[src/rtl/seg7_pair_receiver_if.sv]
// Pin/result bundle between a dual seven-segment display driver and its loopback receiver.
interface seg7_pair_receiver_if;
  logic       i_Segment1_A, i_Segment1_B, i_Segment1_C, i_Segment1_D;
  logic       i_Segment1_E, i_Segment1_F, i_Segment1_G;
  logic       i_Segment2_A, i_Segment2_B, i_Segment2_C, i_Segment2_D;
  logic       i_Segment2_E, i_Segment2_F, i_Segment2_G;
  logic [3:0] o_Digit1, o_Digit2;
  logic       o_Valid, o_Error;

  modport master (
    output i_Segment1_A, i_Segment1_B, i_Segment1_C, i_Segment1_D,
           i_Segment1_E, i_Segment1_F, i_Segment1_G,
           i_Segment2_A, i_Segment2_B, i_Segment2_C, i_Segment2_D,
           i_Segment2_E, i_Segment2_F, i_Segment2_G,
    input  o_Digit1, o_Digit2, o_Valid, o_Error
  );

  modport slave (
    input  i_Segment1_A, i_Segment1_B, i_Segment1_C, i_Segment1_D,
           i_Segment1_E, i_Segment1_F, i_Segment1_G,
           i_Segment2_A, i_Segment2_B, i_Segment2_C, i_Segment2_D,
           i_Segment2_E, i_Segment2_F, i_Segment2_G,
    output o_Digit1, o_Digit2, o_Valid, o_Error
  );
endinterface

[src/rtl/seg7_pair_receiver.sv]
// Dual seven-segment receiver: synchronise, wait for a stable pattern, decode to hex.
// Define SEG7_RX_STICKY_ERR_EN to make o_Error hold until reset instead of pulsing.
module seg7_digit_dec (
  input  logic [6:0] seg,
  output logic [3:0] val,
  output logic       ok
);
  always_comb begin
    val = 4'h0;
    ok  = 1'b1;
    case (seg)
      7'h3F: val = 4'h0;
      7'h06: val = 4'h1;
      7'h5B: val = 4'h2;
      7'h4F: val = 4'h3;
      7'h66: val = 4'h4;
      7'h6D: val = 4'h5;
      7'h7D: val = 4'h6;
      7'h07: val = 4'h7;
      7'h7F: val = 4'h8;
      7'h6F: val = 4'h9;
      7'h77: val = 4'hA;
      7'h7C: val = 4'hB;
      7'h39: val = 4'hC;
      7'h5E: val = 4'hD;
      7'h79: val = 4'hE;
      7'h71: val = 4'hF;
      default: ok = 1'b0;
    endcase
  end
endmodule

module seg7_pair_receiver #(
  parameter int STABLE_CYCLES = 16
) (
  input  logic                i_Clk,
  input  logic                i_Rst_L,
  seg7_pair_receiver_if.slave bus
);
  localparam int NUM_LANES = 2;
  localparam int SEG_W     = 7;
  localparam int CNT_W     = $clog2(STABLE_CYCLES) + 1;
  localparam logic [CNT_W-1:0] CNT_MAX = CNT_W'(STABLE_CYCLES);

  localparam logic [1:0] IDLE   = 2'd0;
  localparam logic [1:0] SETTLE = 2'd1;
  localparam logic [1:0] COMMIT = 2'd2;

  logic [NUM_LANES-1:0][SEG_W-1:0] pin_raw, sync1, sync2, p, p_prev, p_acc;
  logic [NUM_LANES-1:0][3:0]       dec_val, digit_q;
  logic [NUM_LANES-1:0]            dec_ok;
  logic [1:0]                      state;
  logic [CNT_W-1:0]                cnt;
  logic                            valid_q, err_q;

  assign pin_raw[0] = {bus.i_Segment1_G, bus.i_Segment1_F, bus.i_Segment1_E, bus.i_Segment1_D,
                       bus.i_Segment1_C, bus.i_Segment1_B, bus.i_Segment1_A};
  assign pin_raw[1] = {bus.i_Segment2_G, bus.i_Segment2_F, bus.i_Segment2_E, bus.i_Segment2_D,
                       bus.i_Segment2_C, bus.i_Segment2_B, bus.i_Segment2_A};

  // Synchronisers reset to all-high so the post-reset pattern reads as blank (== p_acc).
  always_ff @(posedge i_Clk or negedge i_Rst_L) begin
    if (!i_Rst_L) begin
      sync1 <= '1;
      sync2 <= '1;
    end else begin
      sync1 <= pin_raw;
      sync2 <= sync1;
    end
  end

  assign p = ~sync2;

  for (genvar g = 0; g < NUM_LANES; g++) begin : g_lane
    seg7_digit_dec u_dec (
      .seg (p_prev[g]),
      .val (dec_val[g]),
      .ok  (dec_ok[g])
    );
  end

  always_ff @(posedge i_Clk or negedge i_Rst_L) begin
    if (!i_Rst_L) begin
      state   <= IDLE;
      cnt     <= '0;
      p_prev  <= '0;
      p_acc   <= '0;
      digit_q <= '0;
      valid_q <= 1'b0;
      err_q   <= 1'b0;
    end else begin
      valid_q <= 1'b0;
`ifndef SEG7_RX_STICKY_ERR_EN
      err_q   <= 1'b0;
`endif
      case (state)
        IDLE: begin
          if (p != p_acc) begin
            p_prev <= p;
            cnt    <= CNT_W'(1);
            state  <= SETTLE;
          end
        end
        SETTLE: begin
          if (p != p_prev) begin
            p_prev <= p;
            cnt    <= CNT_W'(1);
          end else if (cnt == CNT_MAX) begin
            state <= COMMIT;
          end else begin
            cnt <= cnt + CNT_W'(1);
          end
        end
        COMMIT: begin
          // Re-committing p_acc is deliberate: a settle back to it re-issues the strobe.
          p_acc <= p_prev;
          cnt   <= '0;
          state <= IDLE;
          if (&dec_ok) begin
            digit_q <= dec_val;
            valid_q <= 1'b1;
          end else begin
            err_q <= 1'b1;
          end
        end
        default: state <= IDLE;
      endcase
    end
  end

  assign bus.o_Digit1 = digit_q[0];
  assign bus.o_Digit2 = digit_q[1];
  assign bus.o_Valid  = valid_q;
  assign bus.o_Error  = err_q;
endmodule

[src/flat_wrapper.sv]
// flat-port wrapper written by rule: the top's interface ports become plain ports
module seg7_pair_receiver_flat 
#(
  parameter int STABLE_CYCLES = 16
)
  (i_Clk, i_Rst_L, bus_i_Segment1_A, bus_i_Segment1_B, bus_i_Segment1_C, bus_i_Segment1_D, bus_i_Segment1_E, bus_i_Segment1_F, bus_i_Segment1_G, bus_i_Segment2_A, bus_i_Segment2_B, bus_i_Segment2_C, bus_i_Segment2_D, bus_i_Segment2_E, bus_i_Segment2_F, bus_i_Segment2_G, bus_o_Digit1, bus_o_Digit2, bus_o_Valid, bus_o_Error);
  seg7_pair_receiver_if bus_i ();
  input  logic i_Clk;
  input  logic i_Rst_L;
  input wire logic [$bits(bus_i.i_Segment1_A)-1:0] bus_i_Segment1_A;
  input wire logic [$bits(bus_i.i_Segment1_B)-1:0] bus_i_Segment1_B;
  input wire logic [$bits(bus_i.i_Segment1_C)-1:0] bus_i_Segment1_C;
  input wire logic [$bits(bus_i.i_Segment1_D)-1:0] bus_i_Segment1_D;
  input wire logic [$bits(bus_i.i_Segment1_E)-1:0] bus_i_Segment1_E;
  input wire logic [$bits(bus_i.i_Segment1_F)-1:0] bus_i_Segment1_F;
  input wire logic [$bits(bus_i.i_Segment1_G)-1:0] bus_i_Segment1_G;
  input wire logic [$bits(bus_i.i_Segment2_A)-1:0] bus_i_Segment2_A;
  input wire logic [$bits(bus_i.i_Segment2_B)-1:0] bus_i_Segment2_B;
  input wire logic [$bits(bus_i.i_Segment2_C)-1:0] bus_i_Segment2_C;
  input wire logic [$bits(bus_i.i_Segment2_D)-1:0] bus_i_Segment2_D;
  input wire logic [$bits(bus_i.i_Segment2_E)-1:0] bus_i_Segment2_E;
  input wire logic [$bits(bus_i.i_Segment2_F)-1:0] bus_i_Segment2_F;
  input wire logic [$bits(bus_i.i_Segment2_G)-1:0] bus_i_Segment2_G;
  output wire logic [$bits(bus_i.o_Digit1)-1:0] bus_o_Digit1;
  output wire logic [$bits(bus_i.o_Digit2)-1:0] bus_o_Digit2;
  output wire logic [$bits(bus_i.o_Valid)-1:0] bus_o_Valid;
  output wire logic [$bits(bus_i.o_Error)-1:0] bus_o_Error;
  assign bus_i.i_Segment1_A = bus_i_Segment1_A;
  assign bus_i.i_Segment1_B = bus_i_Segment1_B;
  assign bus_i.i_Segment1_C = bus_i_Segment1_C;
  assign bus_i.i_Segment1_D = bus_i_Segment1_D;
  assign bus_i.i_Segment1_E = bus_i_Segment1_E;
  assign bus_i.i_Segment1_F = bus_i_Segment1_F;
  assign bus_i.i_Segment1_G = bus_i_Segment1_G;
  assign bus_i.i_Segment2_A = bus_i_Segment2_A;
  assign bus_i.i_Segment2_B = bus_i_Segment2_B;
  assign bus_i.i_Segment2_C = bus_i_Segment2_C;
  assign bus_i.i_Segment2_D = bus_i_Segment2_D;
  assign bus_i.i_Segment2_E = bus_i_Segment2_E;
  assign bus_i.i_Segment2_F = bus_i_Segment2_F;
  assign bus_i.i_Segment2_G = bus_i_Segment2_G;
  assign bus_o_Digit1 = bus_i.o_Digit1;
  assign bus_o_Digit2 = bus_i.o_Digit2;
  assign bus_o_Valid = bus_i.o_Valid;
  assign bus_o_Error = bus_i.o_Error;
  seg7_pair_receiver #(.STABLE_CYCLES(STABLE_CYCLES)) u_core (.i_Clk(i_Clk), .i_Rst_L(i_Rst_L), .bus(bus_i));
endmodule
[config.mk]
export PLATFORM = sky130hd
export DESIGN_NAME = seg7_pair_receiver_flat
export DESIGN_NICKNAME = d
export VERILOG_FILES = /design/src/rtl/seg7_pair_receiver_if.sv /design/src/rtl/seg7_pair_receiver.sv /design/src/flat_wrapper.sv
export SDC_FILE = /design/constraint.sdc
export NUM_CORES = 1
export LEC_CHECK = 0
export CORE_MARGIN = 2
export CORE_UTILIZATION = 30
export DETAILED_ROUTE_END_ITERATION = 16
export GPL_TIMING_DRIVEN = 0
export PLACE_DENSITY = 0.51
export SYNTH_ARGS = -nofsm -noshare
export SYNTH_HDL_FRONTEND = slang
export SYNTH_SLANG_ARGS = --single-unit
[constraint.sdc]
create_clock -name i_Clk -period 2.1 [get_ports i_Clk]
set_clock_uncertainty 0.15 [all_clocks]
set_input_delay 0.42 -clock i_Clk [delete_from_list [all_inputs] [get_ports i_Clk]]
set_output_delay 0.42 -clock i_Clk [all_outputs]
set_load 0.1 [all_outputs]
Yosys cells after proc, flatten, opt, wreduce, memory -nomap -nowiden
Cells that the tools add are included.
{ "totals": {"register_bits": 73, "input_bits": 16, "output_inout_bits": 10, "elab_cells": 87} }
{ "op_classes": {"n_addsub": 1, "eq_ne": 42, "n_mux": 19, "bitwise_logic": 1, "reduce_logical": 10} }
{ "ops": {"columns": ["operator", "n"], "rows": [
  ["$eq 7x7->1 const B", 24],
  ["$pmux 4 s15", 2],
  ["$reduce_or 16->1", 2],
  ["$eq 7x3->1 const B", 4],
  ["$eq 7x6->1 const B", 4],
  ["$mux 14", 2],
  ["$ne 14x14->1", 2],
  ["$pmux 14 s2", 1],
  ["$mux 5", 3],
  ["$pmux 5 s3", 1],
  ["$not 14->14", 1],
  ["$reduce_and 3->1", 4],
  ["$mux 1", 6],
  ["$mux 2", 3],
  ["$ne 2x1->1 const B", 3],
  ["$add 5x1->5 const B", 1],
  ["$eq 5x5->1 const B", 1],
  ["$pmux 2 s2", 1],
  ["$ne 3x2->1 const B", 1],
  ["$reduce_bool 3->1", 1],
  ["$eq 2x1->1 const B", 1],
  ["$eq 2x2->1 const B", 1],
  ["$logic_not 2->1", 1],
  ["$ne 2x2->1 const B", 1],
  ["other kinds (2)", 2]
]} }

Longest topological paths before layout
{ "depth": {"ltp_word": 6, "mapped_depth": 8, "mapped_depth_nobuf": 7} }

Modules after synthesis
From an unflattened synthesis, not the netlist that was laid out.
{ "unflattened": {"cells_unflattened": 328, "hier_area_um2": 3781.1} }
{ "by_module_without_submodules": {"columns": ["module", "instances", "cells_each", "area_per_inst_um2", "seq_area_each_um2"], "rows": [
  ["seg7_pair_receiver", 1, 214, 2980.4, 1861.8],
  ["seg7_digit_dec", 2, 57, 400.4, 0.0]
]} }

Least setup slack after synthesis
Ideal clock, no wire load.
{ "synth_timing": {"kind": "reg2reg", "from": "reg u_core.p_prev[2] (netlist name)", "to": "reg u_core.digit_q (netlist bit u_core.bus.o_Digit1[3])", "setup_time_ps": 125, "t_arrival_ps": 1879, "t_required_ps": 1825, "path_slack_ps": -54, "stages_incl_launch_ff": 8, "n_path_buf": 1, "synth_period_minus_slack_ps": 2154, "cell_sequence": "dfrtp_1 > buf_4 > or3b_1 > o32ai_2 > a32oi_1 > nand4_2 > nand2_2 > mux2_4"} }
{ "synth_via": {"elab_chain_len": 4, "elab_cells_between_ends": 20, "cone_classes": "eq/ne: 16; mux: 2; reduce/logical: 2"} }
{ "synth_rtl": {"columns": ["element", "line_no", "text"], "rows": [
  ["start, declared", "seg7_pair_receiver.sv:49", "logic [NUM_LANES-1:0][SEG_W-1:0] pin_raw, sync1, sync2, p, p_prev, p_acc;"],
  ["start signal, assigned", "seg7_pair_receiver.sv:99", "p_prev <= p;"],
  ["start signal, assigned", "seg7_pair_receiver.sv:106", "p_prev <= p;"],
  ["$eq 7x7->1, or another cell as far along", "seg7_pair_receiver.sv:11", "case (seg)"],
  ["$reduce_or 16->1 (no line)", null, null],
  ["$mux 1", "seg7_pair_receiver.sv:11", null],
  ["$reduce_and 3->1 (no line)", null, null],
  ["end signal, assigned", "seg7_pair_receiver.sv:120", "digit_q <= dec_val;"],
  ["end, declared", "seg7_pair_receiver.sv:50", "logic [NUM_LANES-1:0][3:0] dec_val, digit_q;"]
]} }
Parallel ways exist; a longest one is shown, timed or not.
A chain may end at the register's enable or synchronous reset.

Worst setup path in the final report
{ "layout_timing": {"from": "reg u_core.sync2[3] (netlist name)", "to": "reg u_core.cnt[4]"} }
{ "layout_via": {"elab_chain_len": 4, "elab_cells_between_ends": 8, "cone_classes": "eq/ne: 4; mux: 2; bitwise: 1; reduce/logical: 1"} }
{ "layout_rtl": {"columns": ["element", "line_no", "text"], "rows": [
  ["start, declared", "seg7_pair_receiver.sv:49", null],
  ["start signal, assigned", "seg7_pair_receiver.sv:68", "sync2 <= sync1;"],
  ["$not 14->14 *", "seg7_pair_receiver.sv:72", "assign p = ~sync2;"],
  ["$ne 14x14->1 (on tied branches)", "seg7_pair_receiver.sv:105, seg7_pair_receiver.sv:98", null],
  ["$ne 3x2->1 (no line), or another cell as far along", null, null],
  ["$reduce_and 3->1 (no line) / $pmux 5 s3 (equally long branches)", null, null],
  ["end signal, assigned", "seg7_pair_receiver.sv:111", "cnt <= cnt + CNT_W'(1);"],
  ["end, declared", "seg7_pair_receiver.sv:53", "logic [CNT_W-1:0] cnt;"]
]} }
Every way passes the cells marked *; elsewhere a longest branch is shown, timed or not.

==> impl_metrics.tcl <==
set metrics [dict create \
    result_of_the_run "finished with violations" \
    failing_checks "negative setup slack" \
    grt_overflow 0 \
    tns_ps -2400 \
    worstPathArrival_ps 2320 \
    setup_viol 29 \
    cpPeakStageDelay_ps 600 \
    timing_hold_violations_final 0 \
    final_design_area_no_fill_mm2 0.00490 \
    antenna_cells 0 \
    boundaryPins 26 \
    numPortBuffers 25 \
    edff_count_synth 0 \
    layout-area-overhead-vs-synth_pct 34.9 \
    setup_ws_ps -160 \
    syn-instance-count 318 \
    critical_path.reg2reg.startpoint "u_core.sync2[3]" \
    timing.critical_path.slowest_stage_cell "or4_4" \
    std_cell_rows 40 \
    vdd_drop_max_mv 0.342 \
    die_x_um 114 \
    grt_pass1_vias 2659 \
    die_height_um 114 \
    worstPathRequired_ps 2160 \
    start_util_pct 30.5 \
    dr_vias_cell 4.89 \
    final_nets 402 \
    grt_start_max_net_pins 44 \
    fraction_of_synthesis_flops_using_an_asynchronous_set_or_reset_pin_pct 100 \
    placement.cell_area_mm2 0.00411 \
    cts.sinks 73 \
    worst_relative_slew_slack_pct 37.3 \
    grt_antenna_before_repair 0 \
    wire_length_of_the_first_global_routing_pass_mm 13.4 \
    worst_pin_slew_ps 944 \
    final_core_util_pct 41.2 \
    place_hpwl_mm 5.52 \
    seq_area_frac_synth_pct 51.2 \
    detail-route-antenna-nets 0 \
    clock_tree.buffer_depth 2 \
    yosys_register_bits 73 \
    power.density_mw_per_mm2 653 \
    period_minus_slack_ps 2260 \
    max_clock_freq_mhz 442 \
    cts_tree "done" \
    final_layout_size_suffix_gt1_share_pct 41.2 \
    layout.filler_cells 1172 \
    timing_max_transition_violations_final 0 \
    static-leakage-power_nw 2.19 \
    worstSetupEndpointType "flop" \
    clock_insertion_delay_worst_skew_ps 330 \
    die_area_mm2 0.0130 \
    min-delay-start "u_core.sync1[1]" \
    timing_worst_setup_path_type "reg -> reg" \
    track_usage_pct 13.4 \
    cp-start-kind "flop" \
    syn_nets 342 \
    crit_fanout 8 \
    number_of_distinct_library_cell_variants_in_the_gate_level_netlist_after_synthesis 56 \
    post_detailed_route_wirelength_per_cell_um 15.7 \
    min_path_type "reg -> reg" \
    core_mm2 0.0119 \
    drt_pass1_iterations 4 \
    ys_dominant_reg_cell "dfrtp_1" \
    max-cap-violations 0 \
    clock_tree.htree_level_count 3 \
    route.final.wire_length_mm 8.31 \
    cp-startpoint "u_core.sync2[3]" \
    clkSlewWorstSetupHoldPaths_ps 50 \
    timing.critical_path.cells "xor2_2, nand4_1, or4_4, buf_6, nand2b_4, o41ai_1, a22o_1" \
    drc 0 \
    via_count 2581 \
    rsz_0062_raised_after_global_routing "yes" \
    place_congestion 0.842 \
    clock_tree.root_cell "clkbuf_16" \
    post-layout-total-power_w 0.00320 \
    post_synth.cell_area_avg_um2 11.4 \
    post-route-period-util_pct 108 \
    synth.cell_area_mm2 0.00364 \
    yosysWarnings 0 \
    drt_iter0_drc 116 \
    number_of_cts_inserted_buffers 9 \
]
[cell usage after synthesis, types with 3 or more instances]
cell	instances	share of area, %
inv_1	23	2.4
xnor2_1	15	3.6
mux2i_1	14	3.9
nand3b_1	5	1.0
o32ai_1	5	1.2
or3b_1	4	0.96
a41oi_1	3	0.72
buf_2	12	1.7
nand4_1	4	0.69
buf_4	3	0.62
o21ai_0	6	0.83
mux2_4	3	1.2
a32oi_1	3	0.72
nand3_1	9	1.2
xor2_1	14	3.4
nand2_1	18	1.9
a31oi_1	3	0.52
ha_1	8	2.8
o22ai_1	4	0.69
nor3_1	6	0.83
nor2_1	9	0.93
a211oi_1	3	0.62
nand2b_1	4	0.69
a21oi_1	9	1.2
dfstp_2	28	20
mux2_2	14	4.3
dfrtp_1	45	31
nor4_1	10	1.7
[final timing paths]
| check | end | slack, ps | depth (start not counted) |
|---|---|---|---|
| worst max-delay path | u_core.cnt[4] | -160 | 7 |
| worst min-delay path | u_core.sync2[1] | 200 | 0 |
| min in group asynchronous | u_core.p_acc[7] | 420 | 2 |
| worst max register to register | u_core.cnt[4] | -160 | 7 |
| worst min register to register | u_core.sync2[1] | 200 | 0 |
| max in group asynchronous | u_core.sync2[4] | 750 | 3 |
[flip-flops by register name (all words and copies together) (netlist names)]
name and count:
u_core.p_acc 14, u_core.p_prev 14, u_core.sync1 14, u_core.sync2 14
u_core.cnt 5, u_core.bus.o_Digit1 4, u_core.bus.o_Digit2 4, u_core.state 2
u_core.bus.o_Error 1, u_core.bus.o_Valid 1
[placed cells by master (no fill, tap or decap), drive strengths merged, types with 5 or more instances in the layout]
master and count:
dfrtp 45, buf 41, dfstp 28, inv 23, nand2 19, mux2 19
clkbuf 17, xnor2 15, mux2i 14, clkdlybuf4s50 14, xor2 14, nor2 11
nor4 10, nand3 9, a21oi 9, ha 8, o21ai 8, nor3 6
clkdlybuf4s15 6, o32ai 6, nand3b 5, nand4 5
[routing by layer]
metal	global-route usage [%]	vias up	wire, um
li1	-	1254	-
met1	17.9	1259	4030
met2	21.2	58	3810
met3	2.12	10	304
met4	6.34	0	163
met5	0	-	0
[kinds of logic after synthesis]
| kind of cell | after synthesis | share of synthesized area (%) |
|---|---|---|
| mux | 33 | 10.0 |
| flops | 73 | 51.2 |
| xor+xnor | 29 | 6.99 |
| buf+inv | 42 | 5.26 |
| fa+ha+maj | 8 | 2.75 |
| simple gates | 81 | 12.7 |
| compound gates | 52 | 11.0 |
[where the power goes]
part,total [W],switching [W],internal (W)
Combinational,0.000300,0.000170,0.000130
Clock,0.00140,0.000550,0.000846
Sequential,0.00150,0.0000335,0.00147
[critical path: cells and delay by family (launching register included)]
family	cells	cell delay (ps)
compound gates	2	280
buf+inv	1	150
flops	1	570
xor+xnor	1	150
simple gates	3	840
[stage by stage]
step	cells	hold WS, ps	setup slack [ps]
finish	528	204	-160
global route	528	209	-231
CTS	521	205	-177
detailed placement	491	197	-338
global placement	490	196	-2040
floorplan	318	-25.6	-0.827
[area by class of cell]
type                            instances  area (um2)  area share [%]
Timing Repair Buffer                   50         483            9.85
Inverter                               23        86.3            1.76
Tap cell                              147         184            3.75
Sequential cell                        73        1860            38.0
Multi-Input combinational cell        203        1870            38.2
Buffer                                 18         144            2.93
Clock buffer                           11         253            5.15
Clock inverter                          3        17.5           0.357
[timing repair]
| item | CTS | global route |
|---|---|---|
| resized for setup | 67 | 43 |
| pin swaps | 16 | 15 |
| endpoints found under the hold margin | 25 | 0 |
| hold buffers | 1 | 0 |
| setup endpoints to repair | 49 | 45 |
| setup buffers | 13 | 7 |
| gates cloned | 2 | 1 |
Note: power is estimated with default switching activity, not from simulation.
